`src/rtl/qix_shared_ram_arbiter.sv`:
```
// Shared-RAM arbiter: round-robin Data/Video CPU access to a 1-clock sync BRAM plus FIRQ mailbox.
// Latency: grant at edge N, ack high for one cycle after edge N+2; one access per 4 clocks.
// Backpressure: req held until ack; QIX_HS_PORT_EN adds a lowest-priority hiscore loader port.
module qix_shared_ram_arbiter #(
  parameter int            AW             = 11,
  parameter int            DW             = 8,
  parameter logic [AW-1:0] FIRQ_TO_B_ADDR = 11'h7FF,
  parameter logic [AW-1:0] FIRQ_TO_A_ADDR = 11'h7FE
) (
  input  logic          clk_20m,
  input  logic          reset_n,
  input  logic          a_req,
  input  logic          a_we,
  input  logic [AW-1:0] a_addr,
  input  logic [DW-1:0] a_din,
  output logic [DW-1:0] a_dout,
  output logic          a_ack,
  input  logic          b_req,
  input  logic          b_we,
  input  logic [AW-1:0] b_addr,
  input  logic [DW-1:0] b_din,
  output logic [DW-1:0] b_dout,
  output logic          b_ack,
  output logic [AW-1:0] ram_addr,
  output logic          ram_we,
  output logic [DW-1:0] ram_wdata,
  input  logic [DW-1:0] ram_rdata,
  output logic          firq_a_n,
  output logic          firq_b_n
`ifdef QIX_HS_PORT_EN
  ,
  input  logic          hs_req,
  input  logic          hs_we,
  input  logic [AW-1:0] hs_addr,
  input  logic [DW-1:0] hs_din,
  output logic [DW-1:0] hs_dout,
  output logic          hs_ack
`endif
);

  typedef enum logic [1:0] {IDLE, ACCESS, CAPTURE, DONE} state_t;
  typedef enum logic [1:0] {GNT_A, GNT_B, GNT_HS} gnt_t;

  state_t        state, state_nxt;
  gnt_t          gnt, gnt_nxt;
  logic          last_b, last_b_nxt;
  logic          sel_a, sel_b, sel_hs;
  logic [AW-1:0] ram_addr_nxt;
  logic          ram_we_nxt;
  logic [DW-1:0] ram_wdata_nxt, a_dout_nxt, b_dout_nxt;
  logic          a_ack_nxt, b_ack_nxt, firq_a_nxt, firq_b_nxt;
  logic          hs_we_i;
  logic [AW-1:0] hs_addr_i;
  logic [DW-1:0] hs_din_i;

`ifdef QIX_HS_PORT_EN
  logic [DW-1:0] hs_dout_nxt;
  logic          hs_ack_nxt;
  assign sel_hs    = hs_req & ~a_req & ~b_req;
  assign hs_we_i   = hs_we;
  assign hs_addr_i = hs_addr;
  assign hs_din_i  = hs_din;
`else
  assign sel_hs    = 1'b0;
  assign hs_we_i   = 1'b0;
  assign hs_addr_i = '0;
  assign hs_din_i  = '0;
`endif

  // last_b set means B won the previous A/B grant, so A wins a tie next.
  assign sel_a = a_req & (~b_req | last_b);
  assign sel_b = b_req & ~sel_a;

  always_ff @(posedge clk_20m) begin
    if (!reset_n) state <= IDLE;
    else          state <= state_nxt;
  end

  always_comb begin
    state_nxt = state;
    case (state)
      IDLE:    if (sel_a | sel_b | sel_hs) state_nxt = ACCESS;
      ACCESS:  state_nxt = CAPTURE;
      CAPTURE: state_nxt = DONE;
      DONE:    state_nxt = IDLE;
      default: state_nxt = IDLE;
    endcase
  end

  always_comb begin
    gnt_nxt       = gnt;
    last_b_nxt    = last_b;
    ram_addr_nxt  = ram_addr;
    ram_we_nxt    = ram_we;
    ram_wdata_nxt = ram_wdata;
    firq_a_nxt    = firq_a_n;
    firq_b_nxt    = firq_b_n;
    a_dout_nxt    = a_dout;
    b_dout_nxt    = b_dout;
    a_ack_nxt     = 1'b0;
    b_ack_nxt     = 1'b0;
`ifdef QIX_HS_PORT_EN
    hs_dout_nxt   = hs_dout;
    hs_ack_nxt    = 1'b0;
`endif
    case (state)
      IDLE: begin
        if (sel_a) begin
          gnt_nxt       = GNT_A;
          last_b_nxt    = 1'b0;
          ram_addr_nxt  = a_addr;
          ram_we_nxt    = a_we;
          ram_wdata_nxt = a_din;
          if (a_we && a_addr == FIRQ_TO_B_ADDR)  firq_b_nxt = 1'b0;
          if (!a_we && a_addr == FIRQ_TO_A_ADDR) firq_a_nxt = 1'b1;
        end else if (sel_b) begin
          gnt_nxt       = GNT_B;
          last_b_nxt    = 1'b1;
          ram_addr_nxt  = b_addr;
          ram_we_nxt    = b_we;
          ram_wdata_nxt = b_din;
          if (b_we && b_addr == FIRQ_TO_A_ADDR)  firq_a_nxt = 1'b0;
          if (!b_we && b_addr == FIRQ_TO_B_ADDR) firq_b_nxt = 1'b1;
        end else if (sel_hs) begin
          gnt_nxt       = GNT_HS;
          ram_addr_nxt  = hs_addr_i;
          ram_we_nxt    = hs_we_i;
          ram_wdata_nxt = hs_din_i;
        end
      end
      ACCESS: ram_we_nxt = 1'b0;
      CAPTURE: begin
        // BRAM data for the address presented at ACCESS is valid now.
        if (gnt == GNT_A) begin
          a_ack_nxt  = 1'b1;
          a_dout_nxt = ram_rdata;
        end
        if (gnt == GNT_B) begin
          b_ack_nxt  = 1'b1;
          b_dout_nxt = ram_rdata;
        end
`ifdef QIX_HS_PORT_EN
        if (gnt == GNT_HS) begin
          hs_ack_nxt  = 1'b1;
          hs_dout_nxt = ram_rdata;
        end
`endif
      end
      default: ;
    endcase
  end

  always_ff @(posedge clk_20m) begin
    if (!reset_n) begin
      gnt       <= GNT_A;
      last_b    <= 1'b1;
      ram_addr  <= '0;
      ram_we    <= 1'b0;
      ram_wdata <= '0;
      firq_a_n  <= 1'b1;
      firq_b_n  <= 1'b1;
      a_dout    <= '0;
      b_dout    <= '0;
      a_ack     <= 1'b0;
      b_ack     <= 1'b0;
`ifdef QIX_HS_PORT_EN
      hs_dout   <= '0;
      hs_ack    <= 1'b0;
`endif
    end else begin
      gnt       <= gnt_nxt;
      last_b    <= last_b_nxt;
      ram_addr  <= ram_addr_nxt;
      ram_we    <= ram_we_nxt;
      ram_wdata <= ram_wdata_nxt;
      firq_a_n  <= firq_a_nxt;
      firq_b_n  <= firq_b_nxt;
      a_dout    <= a_dout_nxt;
      b_dout    <= b_dout_nxt;
      a_ack     <= a_ack_nxt;
      b_ack     <= b_ack_nxt;
`ifdef QIX_HS_PORT_EN
      hs_dout   <= hs_dout_nxt;
      hs_ack    <= hs_ack_nxt;
`endif
    end
  end

endmodule

```
`config.mk`:
```
export PLATFORM = sky130hd
export DESIGN_NAME = qix_shared_ram_arbiter
export DESIGN_NICKNAME = d
export VERILOG_FILES = /design/src/rtl/qix_shared_ram_arbiter.sv
export SDC_FILE = /design/constraint.sdc
export NUM_CORES = 1
export LEC_CHECK = 0
export CAP_MARGIN = 20
export CORE_MARGIN = 2
export CORE_UTILIZATION = 40
export CTS_CLUSTER_DIAMETER = 40
export CTS_CLUSTER_SIZE = 40
export DETAILED_ROUTE_END_ITERATION = 7
export PLACE_DENSITY = 0.82
export SLEW_MARGIN = 20
export SYNTH_ARGS = -nofsm -noshare
export SYNTH_HDL_FRONTEND = slang
export SYNTH_SLANG_ARGS = --single-unit
```
`constraint.sdc`:
```
create_clock -name clk_20m -period 1.7 [get_ports clk_20m]
set_input_delay 0.34 -clock clk_20m [delete_from_list [all_inputs] [get_ports clk_20m]]
set_output_delay 0.34 -clock clk_20m [all_outputs]
set_load 0.02 [all_outputs]
```
=== Word level (Yosys, flattened, before mapping) ===
Index checks and enable logic that the tools add are counted.

* Input port bits: 52
* Register bits after elaboration: 45

* Muxes and demuxes: 23
* Eq/ne operators: 12
* Reductions and logical operators: 19
* Bitwise logic cells: 6

{| class="wikitable"
|+ Operator list
! cell !! count
|-
| == test 11 bit (second input constant) || 4
|-
| two-way mux 11 bit || 2
|-
| two-way mux 8 bit || 2
|-
| two-way mux 1 bit || 14
|-
| AND reduction 2 bit || 5
|-
| one-hot mux 2 bit (4 select lines) || 1
|-
| AND reduction 4 bit || 2
|-
| nonzero test 2 bit || 4
|-
| two-way mux 2 bit || 3
|-
| == test 2 x 1 -> 1 bit (second input constant) || 2
|-
| == test 2 bit (second input constant) || 2
|-
| logical AND 1 bit || 4
|-
| logical NOT 2 bit || 2
|-
| != test 2 x 1 -> 1 bit (second input constant) || 2
|-
| != test 3 bit (second input constant) || 1
|-
| bitwise AND 1 bit || 2
|-
| logical NOT 1 bit || 2
|-
| != test 2 bit (second input constant) || 1
|-
| inverter 1 bit || 2
|-
| bitwise OR 1 bit || 2
|-
| one-hot mux 1 bit (2 select lines) || 1
|}

=== Depth between registers and ports, before layout ===
Gate-level depths: netlist of the first run.

* Depth after elaboration: 8
* Mapped depth: 6

=== Worst setup path before layout of the first run ===
No wires, ideal clock.

* Kind: reg2reg
* Start: register state[0]
* End: register firq_a_n
* Setup slack: 201 ps
* Path buffers: 0
* Arrival: 1,376 ps
* Data required time: 1,577 ps
* Cell stages (with the launch flop): 7
* Cell sequence: dfxtp_1 > inv_1 > ha_1 > nand2_1 > a211oi_1 > a22oi_1 > mux2_1

* Cells in the longest elaborated chain, start to end: 2

{| class="wikitable"
|+ RTL lines
! element !! RTL line !! RTL
|-
| start: declaration || 44 || <nowiki>state_t state, state_nxt;</nowiki>
|-
| start signal: assignment || 76 || <nowiki>else state <= state_nxt;</nowiki>
|-
| logical NOT 2 bit || 106 || <nowiki>case (state)</nowiki>
|-
| AND reduction 4 bit (no source line) || n/a ||
|-
| end signal: assignment || 176 || <nowiki>firq_a_n <= firq_a_nxt;</nowiki>
|-
| end: declaration || 28 || <nowiki>output logic firq_a_n,</nowiki>
|}

Every way passes these cells.
A chain may end at the register's enable or synchronous reset.

=== Worst setup path in the final report of the first run ===
* Start: register ram_wdata[2]
* End: output ram_wdata[2]

{| class="wikitable"
|+ RTL lines
! element !! RTL line !! RTL
|-
| start: declaration || 26 || <nowiki>output logic [DW-1:0] ram_wdata,</nowiki>
|-
| start signal: assignment || 175 || <nowiki>ram_wdata <= ram_wdata_nxt;</nowiki>
|}

No word-level cell between the ends.

==> metrics.md, run 1 <==
| Metric | Value |
|---|---|
| Top cell type's share of synthesized area | around 46% |
| Residual DRC count | 0 |
| Antenna Nets Post-Route | 0 |
| VDD IR-drop max | a little over 0.5 mV |
| Max Root-Sink Buffers | 2 |
| Sequential area share after synthesis | 45.74% |
| Min Clock Period, post-route | ~1600 ps |
| Worst Hold Slack | 459.2 ps |
| CTS hold repair buffers | 0 |
| Detailed-route via count | roughly 1900 |
| Sw frac | ~36% |
| # Post-CTS Setup Buffers | 0 |
| Worst path slowest cell | clkdlybuf4s50_1 |
| Hold Path Class | flop to flop |
| Max Cap Viol | 0 |
| Num rows | 25 |
| Least-Margin Pin Slew | around 500 ps |
| Seq cells post-synth | 44 |
| Average size of a mapped cell | between 8 and 9 µm² |
| Setup Viol. Count Final | 0 |
| DRT iter0 DRCs | between 70 and 80 |
| Crit path max-delay family | buffers and inverters |
| Slew margin rel. | between 60 and 70% |
| Status | finished, final reports clean |
| Complex-gate fraction of the synthesized area | ~15% |
| Buf+Inv Stages, Crit Path | 1 |
| Initial Utilization | about two fifths |
| CP endpoint kind | output port |
| Post-synthesis mux area share | a little under an eighth |
| Pint | ~2.7 mW |
| Worst EP arrival | ~1300 ps |
| Sw Pwr | ~1.5 mW |
| RSZ-0062 raised after global routing | no |
| Root Buffer | clkbuf_8 |
| RePlAce Congestion | approximately 0.85 |
| # port buffers | 91 |
| Core area | 4692 µm² |
| Cell area after synthesis | between 1500 and 2000 µm² |
| Simple-gate share of the synthesized area | between 10% and 20% |
| # clock sinks | 44 |
| Initial antenna violation count | 0 |
| Top post-synthesis cells by area | dfxtp_1, mux2i_1, a211oi_1 |
| Ant diodes | 0 |
| Post-Synthesis Cells | 217 |
| Worst Setup Start Kind | flop |
| Wire length per cell | approximately 15 µm |
| Synth area leader | dfxtp_1 |
| Dpl cells | approximately 370 |
| Pre-antenna DRT Iters | 4 |
| CTS buffer count | 5 |
| Leakage power | around 1.2 nW |
| Largest family of logic cells by synthesized area | simple AND/OR/NAND/NOR gates |
| I/O pins | 92 |
| Pwr per Cell Area | ~1300 nW/µm² |
| DIE AREA | 5385 µm² |
| Non-Filler Instances | 373 |
| Crit-path max FO | 2 |
| Multi-input gate area | 943.4 µm² |
| Synth unique cells | 25 |
| Syn. warnings | 0 |
| Share of cells above drive strength 1 | under 10% |
| Synth Net Count | 273 |
| Max stage delay on crit path | between 600 and 700 ps |
| All-Layer GR Usage | roughly a fifth |
| Maximum number of pins on one net before global-route repair | 33 |
| Post-Synth Adder-Cell Area | about 2.6% |
| Die width | between 70 and 80 µm |
| Post-route clock skew | 11.61 ps |
| Count of pins over their slew limit | 0 |
| Wirelength, routed | roughly 5600 µm |
| Sequential group share of total power | approximately a third |
| Clk pwr share | slightly above 20% |
| # fillers | about 370 |
| Final Hold Fails | 0 |
| Vias in the first global route | 1888 |
| Clock insertion delay at the later pin of the skew report | around 300 ps |
| Core Util, Final | approximately two thirds |
| Max Clk Rate | slightly above 0.6 GHz |
| Period utilisation layout | 95.24% |
| Overflow after GRT | 0 |
| DP Wirelength | between 4000 and 5000 µm |
| Critical path required time | roughly 1400 ps |
| Register area | between 800 and 900 µm² |
| Die H | between 70 and 80 µm |
| Drt via density | 5.113 |
| Htree depth | 2 |
| CTS clk-pin slew, worst paths | 90 ps |
| CTS tree | yes |
| WS Path Type | flop to output port |
| Layout Nets | about 370 |
| Xor and xnor area share after synthesis | 0% |
| Logic pwr share | around 45% |
| Final Total Pwr | about 4.2 mW |
| Critical path cell sequence | clkdlybuf4s50_1 |
| Global-route wire length before repair | ~8600 µm |
| Area grow syn2layout | 61.60% |
==> synth_stat cells, drive strengths merged <==
library cell and instances:
nand2b 3, o211ai 1, a21o 1, a211oi 22, mux2i 21, inv 4, nand3 8, nor2 30
nand2 30, nand4 6, mux2 1, ha 4, nor2b 3, buf 7, nor4 1, a221o 1
nand4b 2, dfxtp 44, a22oi 1, clkbuf 8, a21oi 19
==> per-layer routing <==
metal	vias to the layer above	track usage (%)	share of wire [%]
met4	0	7.273	1.7
met3	8	5.075	5.6
met1	868	25.74	46
met2	67	35.14	47
li1	964	-	-
met5	-	0	0
==> stage by stage <==
stage	setup TNS [ps]	cell area [µm²]	setup slack (ps)
final	0	3112	80.85
after detailed placement	-3469	2980	-222.6
after floorplan	0	1926	200.5
after CTS	0	3107	66.50
after global placement	-1773	2980	-144.1
after global routing	0	3112	13.48
==> power by group through the flow <==
stage	Combinational [mW]	Clock [mW]	Sequential, mW
detailed placement	1.86	0	1.47
finish	1.86	0.852	1.45
global route	2.05	0.906	1.48
CTS	1.87	0.863	1.45
global placement	1.82	0	1.46
floorplan	0.772	0	1.72
==> flip-flops by register name, indices dropped and copies added (netlist names) <==
name	cells
firq_a_n	1
last_b	1
ram_addr	11
a_ack	1
state	2
a_dout	8
ram_we	1
b_ack	1
ram_wdata	8
b_dout	8
gnt	1
firq_b_n	1
==> final cells by class <==
cell class | instances | share of cell area (%)
clock buffers | 6 | 2.654
clock inverters | 2 | 1.246
inverters | 4 | 0.4825
multi-input cells | 154 | 30.32
flip-flops and latches | 44 | 28.31
well taps | 54 | 2.171
repair buffers | 109 | 34.82
==> kinds of logic after synthesis <==
kind of cell	Yosys count
flip-flops	44
AO/OA/AOI/OAI	45
AND/OR/NAND/NOR	83
multiplexers	22
buffers and inverters	19
adder cells (fa/ha/maj)	4
==> what timing repair did <==
action | CTS | global route
gates cloned | 0 | 0
resized for setup | 1 | 2
pin swaps | 0 | 0
hold endpoints to repair | 0 | 0
setup endpoints to repair | 1 | 2
==> path summary, 6_finish.rpt <==
kind | startpoint | to | slack (ps) | depth (start not counted)
max | ram_wdata[2] | ram_wdata[2] | 80 | 1
min | b_dout[6] | b_dout[6] | 460 | 2
max reg2reg | state[0] | firq_a_n | 120 | 6
min reg2reg | b_dout[6] | b_dout[6] | 460 | 2
==> cells in the final DEF, fill, tap and decap left out <==
cell,netlist,layout
a21oi_1,19,19
nand4b_1,2,2
clkdlybuf4s50_1,0,91
mux2_1,1,1
ha_2,0,1
nor2_1,30,30
clkbuf_8,0,6
nor2b_1,2,1
mux2i_1,21,21
dfxtp_1,44,44
nand3_1,8,8
clkinv_4,0,1
ha_1,4,3
nor2b_2,1,2
bufinv_16,0,1
nand2_1,30,30
buf_4,0,15
nand2b_1,3,2
o211ai_1,1,1
buf_12,2,3
a21o_1,1,1
nand2b_2,0,1
a22oi_1,1,1
nand4_1,6,6
a211oi_2,0,1
a211oi_1,22,21
inv_1,4,4
a221o_1,1,1
nor4_1,1,1
No activity file was read; power rests on OpenSTA's default activity.
==> run 2, diff against run 1 <==
--- a/config.mk
+++ b/config.mk
@@ -11,7 +11,7 @@
 export CTS_CLUSTER_DIAMETER = 40
 export CTS_CLUSTER_SIZE = 40
 export DETAILED_ROUTE_END_ITERATION = 7
-export PLACE_DENSITY = 0.82
+export PLACE_DENSITY = 0.79
 export SLEW_MARGIN = 20
 export SYNTH_ARGS = -nofsm -noshare
 export SYNTH_HDL_FRONTEND = slang
==> run 2 against run 1 <==
Compared with the run above: sequential power barely moved; global-route usage fell by 1.6 points; largest power group unchanged; clock skew fell by 0.76 ps; flip-flop and latch count did not move; register-to-register slack barely moved; fmax rose by 0.88%; critical endpoint is now firq_a_n; via count barely moved; highest routed layer unchanged.
==> metrics.md, run 2 (synthesis results as in run 1) <==
| Metric | Value |
|---|---|
| Status | finished, final reports clean |
| All-Layer GR Usage | 19.18% |
| DIE AREA | between 5000 and 6000 µm² |
| R2R Path End | firq_a_n |
| Detailed-route via count | 1908 |
| WL met3 | about 270 µm |
| # clock sinks | 44 |
| Least-Margin Pin Slew | approximately 350 ps |
| # Post-CTS Setup Buffers | 0 |
| Instance area at placement | a little under 3000 µm² |
| DP Wirelength | roughly 3900 µm |
| Core Util, Final | approximately two thirds |
| Final Hold Fails | 0 |
| Max reg flops | 11 |
| Max Cap Viol | 0 |
| DRT iter0 DRCs | 74 |
| Wire length per cell | 14.15 µm |
| Maximum number of pins on one net before global-route repair | 29 |
| Num rows | 25 |
| Top sig layer | met4 |
| Reg-to-reg critical path startpoint | state[0] |
| Crit path max-delay family | buffers and inverters |
| # fillers | ~420 |
| Drt via density | 5.129 |
| Crit-path max FO | 2 |
| WS Path Type | flop to output port |
| Critical hold path startpoint | a_dout[4] |
| Commonest non-fill, non-tap cell in the layout | clkdlybuf4s50_1 |
| Post-route clock skew | approximately 11 ps |
| Worst EP arrival | ~1300 ps |
| Share of cells above drive strength 1 | 9.119% |
| Reg2reg setup slack | between 100 and 150 ps |
| Ant diodes | 0 |
| Core area | ~4700 µm² |
| Most frequent cells in the layout | clkdlybuf4s50_1, dfxtp_1, nor2_1, nand2_1 |
| Register area | just under 900 µm² |
| Initial antenna violation count | 0 |
| Root Buffer | clkbuf_8 |
| Vias in the first global route | about 1800 |
| Wirelength, routed | around 5300 µm |
| Min Clock Period, post-route | between 1500 and 2000 ps |
| RSZ-0062 raised after global routing | no |
| Hold Path Class | flop to flop |
| Max Clk Rate | slightly above 0.6 GHz |
| Overflow after GRT | 0 |
| I/O pins | between 90 and 100 |
| Non-Filler Instances | roughly 370 |
| CTS tree | yes |
| Die width | approximately 73 µm |
| Hold endpoint | a_dout[4] |
| CTS clk-pin slew, worst paths | about 80 ps |
| Die H | 73.38 µm |
| RePlAce Congestion | between 0.7 and 0.8 |
| Setup Viol. Count Final | 0 |
| Detail Route met2 WL | around 2500 µm |
| Multi-input gate area | around 940 µm² |
| Initial Utilization | 41.04% |
| Layout Nets | between 300 and 400 |
| Clock insertion delay at the later pin of the skew report | just under 300 ps |
| Worst slack, placed | -224.6 ps |
| Critical path cell sequence | clkdlybuf4s50_1 |
| VDD IR-drop max | 0.6030 mV |
| CP endpoint kind | output port |
| Post-route cell area | ~3000 µm² |
| Final Total Pwr | ~3.9 mW |
| Dpl cells | around 370 |
| Pre-antenna DRT Iters | 4 |
| Buf+Inv Stages, Crit Path | 1 |
| Period utilisation layout | 94.42% |
| Max stage delay on crit path | ~630 ps |
| Largest register by flop count | ram_addr |
| Leakage power | about 1.2 nW |
| Antenna Nets Post-Route | 0 |
| Slew margin rel. | roughly 76% |
| Residual DRC count | 0 |
| CTS buffer count | 5 |
| Worst path slowest cell | clkdlybuf4s50_1 |
| Setup TNS | 0 ps |
| Count of pins over their slew limit | 0 |
| Pwr per Cell Area | 1282 nW/µm² |
| Htree depth | 2 |
| Critical path required time | between 1000 and 1500 ps |
| Worst Hold Slack | between 400 and 500 ps |
| Area grow syn2layout | 58.74% |
| Global-route wire length before repair | ~8000 µm |
| Worst R2R Path Depth | 6 |
| M1 WL | around 2400 µm |
| Fin worst setup slack | approximately 95 ps |
| Hold Crit Depth | 2 |
| Worst Setup Start Kind | flop |
| Max Root-Sink Buffers | 2 |
| # port buffers | a little over 90 |
## run 2: cell types whose count changed in the layout (fill, tap and decap cells not counted), sizes merged
cell / delta
clkbuf: -1
bufinv: -1
clkinvlp: +1
## run 2: worst max path at each step
stage          depth (start not counted)      start  slack (ps)        to
2_1_floorplan                          6   state[0]         200  firq_a_n
3_3_place_gp                           5  b_addr[6]        -170  firq_a_n
3_5_place_dp                           5      b_req        -220  firq_a_n
4_1_cts                                6   state[0]           5  firq_a_n
5_1_grt                                6   state[0]           2  firq_a_n
6_report                               1   firq_a_n          90  firq_a_n
## run 2: report_power, final
group          internal [mW]  total [mW]  switching [mW]
clock                  0.278       0.623           0.345
combinational          0.903        1.86           0.952
sequential              1.29        1.44           0.149
## run 2: area by class of cell
cell class	count	area share, %
Multi-Input combinational cell	154	30.78
Clock inverter	2	0.4093
Inverter	4	0.4912
Tap cell	54	2.210
Clock buffer	5	2.251
Sequential cell	44	28.82
Timing Repair Buffer	109	35.04
## run 2: routing by layer
metal | up-vias | global-route usage [%]
met4 | 0 | 6.061
met2 | 60 | 32.43
li1 | 960 | -
met3 | 8 | 4.252
met1 | 880 | 24.30
met5 | - | 0
## run 2: timing repair
item,CTS,global route
hold buffers,0,0
setup endpoints to repair,1,1
pin swaps,0,1
resized for setup,1,1
==> run 3, diff against run 2 <==
--- a/config.mk
+++ b/config.mk
@@ -11,6 +11,7 @@
 export CTS_CLUSTER_DIAMETER = 40
 export CTS_CLUSTER_SIZE = 40
 export DETAILED_ROUTE_END_ITERATION = 7
+export GPL_TIMING_DRIVEN = 0
 export PLACE_DENSITY = 0.79
 export SLEW_MARGIN = 20
 export SYNTH_ARGS = -nofsm -noshare
==> run 3 against run 2 <==
Compared with the run above: count of clock-buffer cells in the layout is 1 higher; flip-flop and latch count stayed put; worst setup slack worse by 7.2 ps; core utilization is 0.37 points lower; critical path depth stayed put; clock skew is 1.0 ps lower; first-iteration DRC count is 54% lower; register-to-register slack better by 60 ps; die area stayed put; power is 3.4% higher; critical endpoint is now ram_wdata[2].
==> metrics.md, run 3 (synthesis results as in run 1) <==
| Metric | Value |
|---|---|
| Initial Utilization | slightly above 40% |
| Initial antenna violation count | 0 |
| Most frequent cells in the layout | clkdlybuf4s50_1, dfxtp_1, nor2_1, nand2_1 |
| Pre-antenna DRT Iters | 4 |
| Largest register by flop count | ram_addr |
| Wirelength, routed | ~5200 µm |
| Dpl cells | 362 |
| Count of pins over their slew limit | 0 |
| Buf+Inv Stages, Crit Path | 1 |
| Die H | ~73 µm |
| Status | finished, final reports clean |
| RSZ-0062 raised after global routing | no |
| RePlAce Congestion | 0.8111 |
| Die width | about 73 µm |
| Period utilisation layout | a little over nine tenths |
| Max stage delay on crit path | roughly 630 ps |
| Worst path slowest cell | clkdlybuf4s50_1 |
| CTS tree | yes |
| CP endpoint kind | output port |
| Instance area at placement | about 2900 µm² |
| CTS hold repair buffers | 0 |
| DIE AREA | ~5400 µm² |
| Commonest non-fill, non-tap cell in the layout | clkdlybuf4s50_1 |
| Layout Nets | 371 |
| Maximum number of pins on one net before global-route repair | 14 |
| Core area | 4692 µm² |
| Leakage power | ~1.2 nW |
| Htree depth | 2 |
| Area grow syn2layout | 57.83% |
| # port buffers | 91 |
| CTS buffer count | 5 |
| DRT iter0 DRCs | 34 |
| Worst slack, placed | -244.1 ps |
| Num rows | 25 |
| Root Buffer | clkbuf_8 |
| Max Root-Sink Buffers | 2 |
| Drt via density | ~5.1 |
| Detailed-route via count | 1882 |
| Max Cap Viol | 0 |
| Worst EP arrival | around 1300 ps |
| WS Path Type | flop to output port |
| Least-Margin Pin Slew | about 470 ps |
| Max Clk Rate | just over 0.6 GHz |
| Setup TNS | 0 ps |
| Non-Filler Instances | 370 |
| Hold Path Class | flop to flop |
| Critical path required time | approximately 1400 ps |
| Wire length per cell | 13.95 µm |
| CTS clk-pin slew, worst paths | 90 ps |
| Critical path cell sequence | clkdlybuf4s50_1 |
| Min Clock Period, post-route | between 1500 and 2000 ps |
| Pwr per Cell Area | 1333 nW/µm² |
| Global-route wire length before repair | around 8300 µm |
| All-Layer GR Usage | roughly a fifth |
| # clock sinks | 44 |
| Ant diodes | 0 |
| Worst Hold Slack | about 460 ps |
| Setup Viol. Count Final | 0 |
| Crit-path max FO | 2 |
| I/O pins | 92 |
| Residual DRC count | 0 |
| Final Hold Fails | 0 |
| Antenna Nets Post-Route | 0 |
| Max reg flops | 11 |
| Crit path max-delay family | buffers and inverters |
| Post-route clock skew | roughly 10 ps |
| Worst Setup Start Kind | flop |
| Fin worst setup slack | between 80 and 90 ps |
| Register area | slightly below 900 µm² |
| Vias in the first global route | 1774 |
| Post-route cell area | around 3000 µm² |
| DP Wirelength | roughly 4000 µm |
| VDD IR-drop max | 0.9599 mV |
| Overflow after GRT | 0 |
| Clock insertion delay at the later pin of the skew report | roughly 300 ps |
| Core Util, Final | about two thirds |
| Share of cells above drive strength 1 | under 10% |
| Multi-input gate area | between 900 and 1000 µm² |
| Final Total Pwr | ~4.0 mW |
| # fillers | about 400 |
| Slew margin rel. | between 60 and 70% |
run 3: changes by cell type in the layout (fill, tap and decap cells not counted), sizes merged:
| cell | previous run | this run |
|---|---|---|
| buf | 18 | 5 |
| clkbuf | 5 | 16 |
| bufinv | 0 | 1 |
| clkdlybuf4s50 | 91 | 90 |
| clkinvlp | 1 | 0 |
| dlymetal6s2s | 0 | 1 |
run 3: layer usage:
layer / vias to the layer above / wire length, µm / share of wire [%] / GRT usage (%)
met4: 0 / 80 / 1.6 / 6.667
met5: - / 0 / 0 / 0
met3: 7 / 352 / 6.8 / 4.938
li1: 959 / - / - / -
met2: 59 / 2444 / 47 / 34.23
met1: 857 / 2282 / 44 / 24.47
run 3: report_power, final:
group | internal [mW] | switching [mW] | total, mW
Sequential | 1.29 | 0.134 | 1.43
Clock | 0.436 | 0.353 | 0.789
Combinational | 0.856 | 0.979 | 1.83
run 3: cell type report:
| cell class | instances | area share (%) |
|---|---|---|
| plain buffers | 15 | 3.541 |
| well taps | 54 | 2.223 |
| flip-flops and latches | 44 | 28.98 |
| clock inverters | 2 | 1.153 |
| multi-input cells | 154 | 31.17 |
| clock buffers | 6 | 2.388 |
| inverters | 4 | 0.4940 |
| repair buffers | 91 | 30.05 |
run 3: what timing repair did:
action	in CTS	in global routing
setup endpoints to repair	0	29
gates resized for setup	0	13
buffers inserted	0	0
run 3: final timing paths:
path | cells after the start | slack, ps | end | from
max | 1 | 90 | ram_wdata[2] | ram_wdata[2]
max reg2reg | 6 | 170 | firq_a_n | state[0]
min | 2 | 460 | b_dout[0] | b_dout[0]
min reg2reg | 2 | 460 | b_dout[0] | b_dout[0]
